**config.mk**
```make
export PLATFORM = sky130hd
export DESIGN_NAME = pong_paddle_ctrl
export DESIGN_NICKNAME = d
export VERILOG_FILES = /design/src/rtl/pong_paddle_ctrl.sv
export SDC_FILE = /design/constraint.sdc
export NUM_CORES = 1
export LEC_CHECK = 0
export BUFFER_PORTS_ARGS = -buffer_cell sky130_fd_sc_hd__buf_2
export CAP_MARGIN = 20
export CORE_MARGIN = 2
export CORE_UTILIZATION = 30
export CTS_CLUSTER_DIAMETER = 50
export DETAILED_ROUTE_END_ITERATION = 8
export GPL_ROUTABILITY_DRIVEN = 0
export PLACE_DENSITY = 0.5
export SLEW_MARGIN = 20
export SYNTH_ARGS = -nofsm -noshare
export SYNTH_HDL_FRONTEND = slang
export SYNTH_SLANG_ARGS = --single-unit
```
**constraint.sdc**
```tcl
create_clock -name clk -period 8.3 [get_ports clk]
set_input_delay 0.415 -clock clk [delete_from_list [all_inputs] [get_ports clk]]
set_output_delay 0.415 -clock clk [all_outputs]
set_load 0.02 [all_outputs]
```
**src/rtl/pong_paddle_ctrl.sv**
```systemverilog
// Two-player Pong paddle controller.
// Each paddle has its own small speed FSM (IDLE/SLOW/MED/FAST) that advances
// once per video frame while a key is held. The position is a registered
// top-edge Y that saturates at the top and bottom walls.

module pong_paddle_ctrl #(
    parameter int unsigned SCREEN_H     = 480,
    parameter int unsigned PAD_H        = 64,
    parameter int unsigned Y_INIT       = 208,
    parameter int unsigned ACCEL_FRAMES = 8,
    parameter int unsigned V_SLOW       = 2,
    parameter int unsigned V_MED        = 4,
    parameter int unsigned V_FAST       = 8
) (
    input  logic       clk,
    input  logic       rst_n,
    input  logic       frame_tick,
    input  logic       uppad1,
    input  logic       downpad1,
    input  logic       uppad2,
    input  logic       downpad2,
    input  logic       pause,
    input  logic       recentre,
    output logic [9:0] pad1_y,
    output logic [9:0] pad2_y,
    output logic       pad1_moving,
    output logic       pad2_moving
);

    // Speed-level FSM encoding.
    localparam logic [1:0] ST_IDLE = 2'd0;
    localparam logic [1:0] ST_SLOW = 2'd1;
    localparam logic [1:0] ST_MED  = 2'd2;
    localparam logic [1:0] ST_FAST = 2'd3;

    // Last-direction encoding.
    localparam logic [1:0] DIR_NONE = 2'd0;
    localparam logic [1:0] DIR_UP   = 2'd1;
    localparam logic [1:0] DIR_DOWN = 2'd2;

    localparam int unsigned HOLD_W = (ACCEL_FRAMES > 1) ? $clog2(ACCEL_FRAMES) : 1;

    // A level lasts ACCEL_FRAMES moves. The counter holds the number of moves
    // already made at the current level, so the tick that enters SLOW (which
    // itself moves V_SLOW) leaves it at 1, while a level-up leaves it at 0
    // because that tick moved at the old speed.
    localparam logic [HOLD_W-1:0] HOLD_LAST  = HOLD_W'(ACCEL_FRAMES - 1);
    localparam logic [HOLD_W-1:0] HOLD_ENTRY = (ACCEL_FRAMES > 1) ? HOLD_W'(1) : '0;

    localparam logic [10:0] Y_MAX     = 11'(SCREEN_H - PAD_H);
    localparam logic [9:0]  Y_RST     = 10'(Y_INIT);
    localparam logic [10:0] STEP_SLOW = 11'(V_SLOW);
    localparam logic [10:0] STEP_MED  = 11'(V_MED);
    localparam logic [10:0] STEP_FAST = 11'(V_FAST);

    logic       w_eval;
    logic [1:0] w_up_keys;
    logic [1:0] w_down_keys;
    logic [9:0] w_pad_y [2];
    logic [1:0] w_pad_moving;

    // recentre wins over a coincident tick, so it also blocks evaluation.
    assign w_eval      = frame_tick & ~pause & ~recentre;
    assign w_up_keys   = {uppad2, uppad1};
    assign w_down_keys = {downpad2, downpad1};

    for (genvar g = 0; g < 2; g++) begin : g_chan
        logic [1:0]        w_dir;
        logic [1:0]        r_state;
        logic [1:0]        w_state_d;
        logic [1:0]        r_last_dir;
        logic [1:0]        w_last_dir_d;
        logic [HOLD_W-1:0] r_hold;
        logic [HOLD_W-1:0] w_hold_d;
        logic              w_move;
        logic [10:0]       w_step;
        logic [10:0]       w_y_ext;
        logic [10:0]       w_y_up;
        logic [10:0]       w_y_down;
        logic [9:0]        r_y;
        logic [9:0]        w_y_d;
        logic              r_moving;

        // Resolve held keys to one direction; opposing keys cancel out.
        always_comb begin
            unique case ({w_up_keys[g], w_down_keys[g]})
                2'b10:   w_dir = DIR_UP;
                2'b01:   w_dir = DIR_DOWN;
                default: w_dir = DIR_NONE;
            endcase
        end

        // Speed FSM next state; the step uses the level held before the tick.
        always_comb begin
            w_state_d    = r_state;
            w_hold_d     = r_hold;
            w_last_dir_d = r_last_dir;
            w_move       = 1'b0;
            w_step       = '0;
            if (w_eval) begin
                if (w_dir == DIR_NONE) begin
                    w_state_d = ST_IDLE;
                    w_hold_d  = '0;
                end else if ((r_state == ST_IDLE) || (w_dir != r_last_dir)) begin
                    w_state_d    = ST_SLOW;
                    w_hold_d     = HOLD_ENTRY;
                    w_last_dir_d = w_dir;
                    w_move       = 1'b1;
                    w_step       = STEP_SLOW;
                end else begin
                    w_move = 1'b1;
                    unique case (r_state)
                        ST_SLOW: begin
                            w_step = STEP_SLOW;
                            if (r_hold == HOLD_LAST) begin
                                w_state_d = ST_MED;
                                w_hold_d  = '0;
                            end else begin
                                w_hold_d = r_hold + 1'b1;
                            end
                        end
                        ST_MED: begin
                            w_step = STEP_MED;
                            if (r_hold == HOLD_LAST) begin
                                w_state_d = ST_FAST;
                                w_hold_d  = '0;
                            end else begin
                                w_hold_d = r_hold + 1'b1;
                            end
                        end
                        default: begin
                            // FAST is absorbing while the direction holds.
                            w_step = STEP_FAST;
                            w_hold_d = '0;
                        end
                    endcase
                end
            end
        end

        // Saturating position update in 11-bit arithmetic.
        always_comb begin
            w_y_ext  = {1'b0, r_y};
            w_y_up   = w_y_ext - w_step;
            w_y_down = w_y_ext + w_step;
            w_y_d    = r_y;
            if (w_move) begin
                if (w_dir == DIR_UP) begin
                    w_y_d = (w_y_ext < w_step) ? '0 : w_y_up[9:0];
                end else begin
                    w_y_d = (w_y_down > Y_MAX) ? Y_MAX[9:0] : w_y_down[9:0];
                end
            end
        end

        // State, position and registered moving flag.
        always_ff @(posedge clk or negedge rst_n) begin
            if (!rst_n) begin
                r_state    <= ST_IDLE;
                r_hold     <= '0;
                r_last_dir <= DIR_NONE;
                r_y        <= Y_RST;
                r_moving   <= 1'b0;
            end else if (recentre) begin
                r_state    <= ST_IDLE;
                r_hold     <= '0;
                r_last_dir <= DIR_NONE;
                r_y        <= Y_RST;
                r_moving   <= 1'b0;
            end else begin
                r_state    <= w_state_d;
                r_hold     <= w_hold_d;
                r_last_dir <= w_last_dir_d;
                r_y        <= w_y_d;
                r_moving   <= (w_state_d != ST_IDLE);
            end
        end

        assign w_pad_y[g]      = r_y;
        assign w_pad_moving[g] = r_moving;
    end

    assign pad1_y      = w_pad_y[0];
    assign pad2_y      = w_pad_y[1];
    assign pad1_moving = w_pad_moving[0];
    assign pad2_moving = w_pad_moving[1];

endmodule

```
# Yosys cells after proc, flatten, opt, wreduce, memory -nomap -nowiden
# Index checks and enable logic that the tools add are counted.
[classes] add_sub_neg=6 mul=0 div_mod_pow=0 order_cmp=4 n_eq_ne=16 shift=0 n_mux=60 n_bitwise=4 n_reduce_logical=17
[ops] op="2-to-1 mux 10 bit" n=10
[ops] op="2-to-1 mux 2 bit" n=20
[ops] op="2-to-1 mux 3 bit" n=12
[ops] op="2-to-1 mux 4 bit" n=6
[ops] op="adder 10 x 11 -> 11 bit" n=2
[ops] op="greater-than comparator 11 x 9 -> 1 bit (second input constant)" n=2
[ops] op="less-than comparator 10 x 11 -> 1 bit" n=2
[ops] op="subtractor 10 bit" n=2
[ops] op="one-hot mux 2 bit (2 select lines)" n=4
[ops] op="one-hot mux 4 bit (2 select lines)" n=2
[ops] op="nonzero test 2 bit" n=7
[ops] op="== test 2 x 1 -> 1 bit (second input constant)" n=6
[ops] op="== test 2 bit (second input constant)" n=4
[ops] op="logical NOT 2 bit" n=4
[ops] op="adder 3 x 1 -> 3 bit (second input constant)" n=2
[ops] op="== test 3 bit (second input constant)" n=2
[ops] op="2-to-1 mux 1 bit" n=6
[ops] op="AND reduction 3 bit" n=2
[ops] op="!= test 2 bit" n=2
[ops] op="!= test 2 bit (second input constant)" n=2
[ops] op="OR reduction 2 bit" n=2
[ops] op="bitwise AND 1 bit" n=2
[ops] op="logical OR 1 bit" n=2
[ops] op="inverter 1 bit" n=2
[totals] ff_bits=36 latch_bits=0 mem_bits_rw=0 romBits=0 inputBits=9 output_inout_bits=22 word_cells=117 n_memories=0

# Longest topological paths before layout
[depth] ltp_word=13 mapped_depth=17 depth_no_buf=16

# Worst setup path before layout
# OpenSTA, ideal clock, no wires.
[synth_path] path_kind="input port to flip-flop" from="input port uppad1" to="register g_chan[0].r_y[2] (netlist: pad1_y[2])" setup_time_ns=0.120 arrival_ns=3.515 required_ns=8.180 slack_ns=4.665 stages=14 path_buffers=2 path_cell_list="inv_1 > ha_1 > or3_1 > clkbuf_1 > or3_1 > ha_1 > buf_2 > nor2b_1 > a211oi_1 > nor2_1 > mux2_2 > o2bb2ai_1 > and2_1 > a31o_2"
[synth_via] elab_chain_cells=13 elab_cells_between_ends=22 classes_between="add/sub: 2; order compare: 2; eq/ne: 4; mux: 11; reduce/logical: 3"
[synth_rtl] item="start: declaration" line_no="18" rtl="input logic uppad1,"
[synth_rtl] item="== test 2 x 1 -> 1 bit / == test 2 bit (equally long branches)" line_no="86" rtl="unique case ({w_up_keys[g], w_down_keys[g]})"
[synth_rtl] item="one-hot mux 2 bit (2 select lines) (*)" line_no="86"
[synth_rtl] item="!= test 2 bit" line_no="104" rtl="end else if ((r_state == ST_IDLE) || (w_dir != r_last_dir)) begin"
[synth_rtl] item="logical OR 1 bit" line_no="104"
[synth_rtl] item="2-to-1 mux 4 bit" line_no="104"
[synth_rtl] item="2-to-1 mux 4 bit" line_no="101" rtl="if (w_dir == DIR_NONE) begin"
[synth_rtl] item="2-to-1 mux 4 bit" line_no="100" rtl="if (w_eval) begin"
[synth_rtl] item="adder 10 x 11 -> 11 bit" line_no="145" rtl="w_y_down = w_y_ext + w_step;"
[synth_rtl] item="greater-than comparator 11 x 9 -> 1 bit" line_no="151" rtl="w_y_d = (w_y_down > Y_MAX) ? Y_MAX[9:0] : w_y_down[9:0];"
[synth_rtl] item="2-to-1 mux 10 bit" line_no="151"
[synth_rtl] item="2-to-1 mux 10 bit" line_no="148" rtl="if (w_dir == DIR_UP) begin"
[synth_rtl] item="2-to-1 mux 10 bit" line_no="147" rtl="if (w_move) begin"
[synth_rtl] item="2-to-1 mux 10 bit" line_no="164" rtl="end else if (recentre) begin"
[synth_rtl] item="end signal: assignment" line_no="174" rtl="r_y <= w_y_d;"
[synth_rtl] item="end: declaration" line_no="80" rtl="logic [9:0] r_y;"
# Mark *: on every way between the ends. The rest lies on a longest branch, timed or not. The select of a mux whose other input is x is not followed.
# A chain may end at the register's enable or synchronous reset.

# Final worst setup path
[layout_path] from="input port downpad1" to="register g_chan[0].r_y[2] (netlist: pad1_y[2])"
[layout_via] elab_chain_cells=13 elab_cells_between_ends=22 classes_between="add/sub: 2; order compare: 2; eq/ne: 4; mux: 11; reduce/logical: 3"
[layout_rtl] item="start: declaration" line_no="19" rtl="input logic downpad1,"
[layout_rtl] item="== test 2 x 1 -> 1 bit / == test 2 bit (equally long branches)" line_no="86"
[layout_rtl] item="one-hot mux 2 bit (2 select lines) (*)" line_no="86"
[layout_rtl] item="!= test 2 bit" line_no="104"
[layout_rtl] item="logical OR 1 bit" line_no="104"
[layout_rtl] item="2-to-1 mux 4 bit" line_no="104"
[layout_rtl] item="2-to-1 mux 4 bit" line_no="101"
[layout_rtl] item="2-to-1 mux 4 bit" line_no="100"
[layout_rtl] item="adder 10 x 11 -> 11 bit" line_no="145"
[layout_rtl] item="greater-than comparator 11 x 9 -> 1 bit" line_no="151"
[layout_rtl] item="2-to-1 mux 10 bit" line_no="151"
[layout_rtl] item="2-to-1 mux 10 bit" line_no="148"
[layout_rtl] item="2-to-1 mux 10 bit" line_no="147"
[layout_rtl] item="2-to-1 mux 10 bit" line_no="164"
# Marked as above.

==> results.md <==
* Status: completed
* Final Hold Fails at 0
* Grt total ovfl at 0
* Drt drc at 0
* Post-Place Setup Slack at 4.02 ns
* ANT cells at 0
* Final Max Tran Viols at 0
* Routed len/inst at 15.0 um
* Post-CTS sizing at 0
* Mapped cell area at 3030 um2
* Cell Pwr Density at 125 nW/um2
* Vias in the first global route at 2649
* Top layer in use: met4
* DIE AREA at 10900 um2
* Worst Path Buf+Inv at 2
* Period utilization at 47.9%
* Setup tns final at 0 ns
* Met2 routed WL at 3720 um
* Post-synthesis mux area share at 1.40%
* Initial DRT Pass Iterations at 4
* P_leak at 1.50 nW
* Xor and xnor area share after synthesis at 6.06%
* CTS tree: done
* Rows at 36
* Fin crit period at 3.97 ns
* Total GRT Usage at 14.9%
* Critical Path RT at 8.49 ns
* Unrepaired setup endpoints after global routing: no
* Hold buffers post-CTS at 0
* CP max stage cell: a211oi_1
* CTS Buf Count at 5
* Clock-pin slew on the worst setup and hold paths at 0.09 ns
* Max Cap Viol at 0
* CP Launch Type: primary input
* Hold WC Path Type: in -> async
* Clock Skew at 0.0110 ns
* Post-DRT Antenna Nets at 0
* Synthesis-to-finish area growth at 11.5%
* Minimum hold slack at 0.210 ns
* Data arrival, critical path at 4.16 ns
* Share of post-route cells with drive strength above 1 at 14.6%
* Post-detail-place hpwl at 5780 um
* Worst setup margin at 4.33 ns
* Fmax at 0.252 GHz
* Die width at 105 um
* Design Area, Final at 3380 um2
* Final setup fails at 0
* First-pass GRT wire length at 13500 um
* Worst relative slew slack at 45.0%
* Initial drt markers at 100
* Worst skew pair latency at 0.30 ns
* CP max stage delay at 0.56 ns
* Register area share after synthesis at 28.3%
* Post-synthesis instance total at 368
* Crit path max fanout at 13
* Synth Area in Compound Gates at 23.1%
* Setup Fix Bufs, Post-CTS at 0
* Routed via count at 2672
* WL met1 at 3690 um
* Final WL at 7780 um
* Commonest non-fill, non-tap cell in the layout: nand2_1
* Maximum VDD drop at 0.0000698 V
* Worst Setup SP: downpad1
* Initial core utilization at 31.0%
* Die height at 105 um
* Avg Cell Area, Syn at 8.25 um2
* Delay-heaviest family, CP: simple AND/OR/NAND/NOR gates
* Clock root buffer master: clkbuf_8
* Post-synth EDFFs at 0
* Most frequent cells in the layout: nand2_1 (39), nor2_1 (33), o21ai_0 (30), dfrtp_1 (28), buf_2 (28)
* Top_reg_cell synth: dfrtp_1
* Worst r2r src: g_chan[0].r_state[1]$_DFF_PN0_
* Area of the core at 9770 um2
* Power consumption at 0.424 mW
* IO Pins at 31
* Nets at 422
* Wire length on met3 at 244 um
* Placed cell areas at 3240 um2
* Setup CP Type: in -> reg
* # clock sinks at 34
* CTS max path bufs at 2
* Post-synthesis async set-or-reset flop share at 100%
* Largest net degree at the start of global routing at 35
* Area share of fa/ha/maj cells after synthesis at 13.4%
* Initial antenna violation count at 0
* Yosys warnings at 0
* Slew @ Worst Pin at 0.824 ns
* Crit path cell chain: buf_2, inv_1, ha_1, xor2_1, or3_1, or3_1, ha_1, nor2b_1, a211oi_1, nor2_1, mux2_2, o2bb2ai_1, and2_1, a31o_2
* Largest family of logic cells by synthesized area: compound AO/OA/AOI/OAI gates
* Library cells used by synthesis at 61
* I/O Buffers at 28
* Crit path capture type: flop
* Number of synthesized register bits at 34
* CTS H-tree depth at 2
* Post-Synth Simple-Gate Area at 21.5%
* Vias/cell at 5.17
[final cells by class]
class | instances | area (um2)
Fill cell | 1055 | 6390
Multi-Input combinational cell | 291 | 1990
Sequential cell | 34 | 858
Tap cell | 133 | 166
Timing Repair Buffer | 28 | 140
Inverter | 23 | 86.3
Clock buffer | 5 | 68.8
Clock inverter | 3 | 68.8
[synth_stat cells (6+ instances only)]
library cell,count,area share (%)
a21oi_1,22,3.6
clkbuf_1,13,1.6
dfrtp_1,28,23
dfstp_2,6,5.2
ha_1,26,11
inv_1,23,2.8
nand2_1,39,4.8
nand2b_1,7,1.4
nor2_1,33,4.1
nor2b_1,9,1.9
o21ai_0,30,4.9
or3_1,7,1.4
xnor2_1,11,3.2
xor2_1,10,2.9
[through the flow]
step	cells	util, %
floorplan	369	-
global placement	509	33.2
detailed placement	509	33.2
CTS	517	34.6
global route	517	34.6
finish	517	34.6
[state kept, by name, indices dropped and copies added, names as in the netlist]
| signal | count |
|---|---|
| pad2_moving | 1 |
| pad2_y | 9 |
| g_chan.r_hold | 6 |
| g_chan.r_last_dir | 4 |
| pad1_moving | 1 |
| g_chan.r_state | 4 |
| pad1_y | 9 |
[power breakdown]
| group | leakage [nW] | internal, mW | switching [mW] |
|---|---|---|---|
| Clock | 0.0683 | 0.120 | 0.0707 |
| Sequential | 0.451 | 0.170 | 0.00579 |
| Combinational | 0.978 | 0.0193 | 0.0372 |
| Total | 1.50 | 0.310 | 0.114 |
[per-layer routing]
metal	vias to the layer above	GRT usage [%]
met2	52	24.7
met1	1287	19.7
met3	10	2.37
li1	1323	-
met5	-	0
met4	0	5.21
[worst reg2reg max path: stages (launching register included)]
cell and delay [ns]:
dfrtp_1 0.40, inv_1 0.09, ha_1 0.19, or3_1 0.46
or3_1 0.41, ha_1 0.42, nor2b_1 0.20, a211oi_1 0.56
nor2_1 0.07, mux2_2 0.32, o2bb2ai_1 0.18, and2_1 0.20
a31o_2 0.24
[cell families (layout without fill, tap and decap cells)]
| logic type | Yosys count | count (layout) |
|---|---|---|
| other | 1 | 2 |
| DFF | 34 | 34 |
| and+or+nand+nor | 130 | 130 |
| xor gates and xnor gates | 21 | 21 |
| buffers and inverters | 44 | 59 |
| AOI/OAI and AO/OA | 104 | 104 |
| adders and majority gates | 30 | 30 |
| muxes | 4 | 4 |
[worst paths after layout]
check                                                      end  slack (ns)  cells past startpoint
max                                      pad1_y[2]$_DFFE_PN0P_        4.33                     14
max in group asynchronous                pad2_y[5]$_DFFE_PN0P_        7.56                      1
max reg2reg                              pad1_y[2]$_DFFE_PN0P_        4.46                     12
min                        g_chan[1].r_last_dir[1]$_DFFE_PN0P_        0.21                      1
min in group clk               g_chan[0].r_hold[1]$_DFFE_PN0P_        0.49                      2
min reg2reg                    g_chan[0].r_hold[1]$_DFFE_PN0P_        0.49                      2
Power figures use the tool's default switching activity.
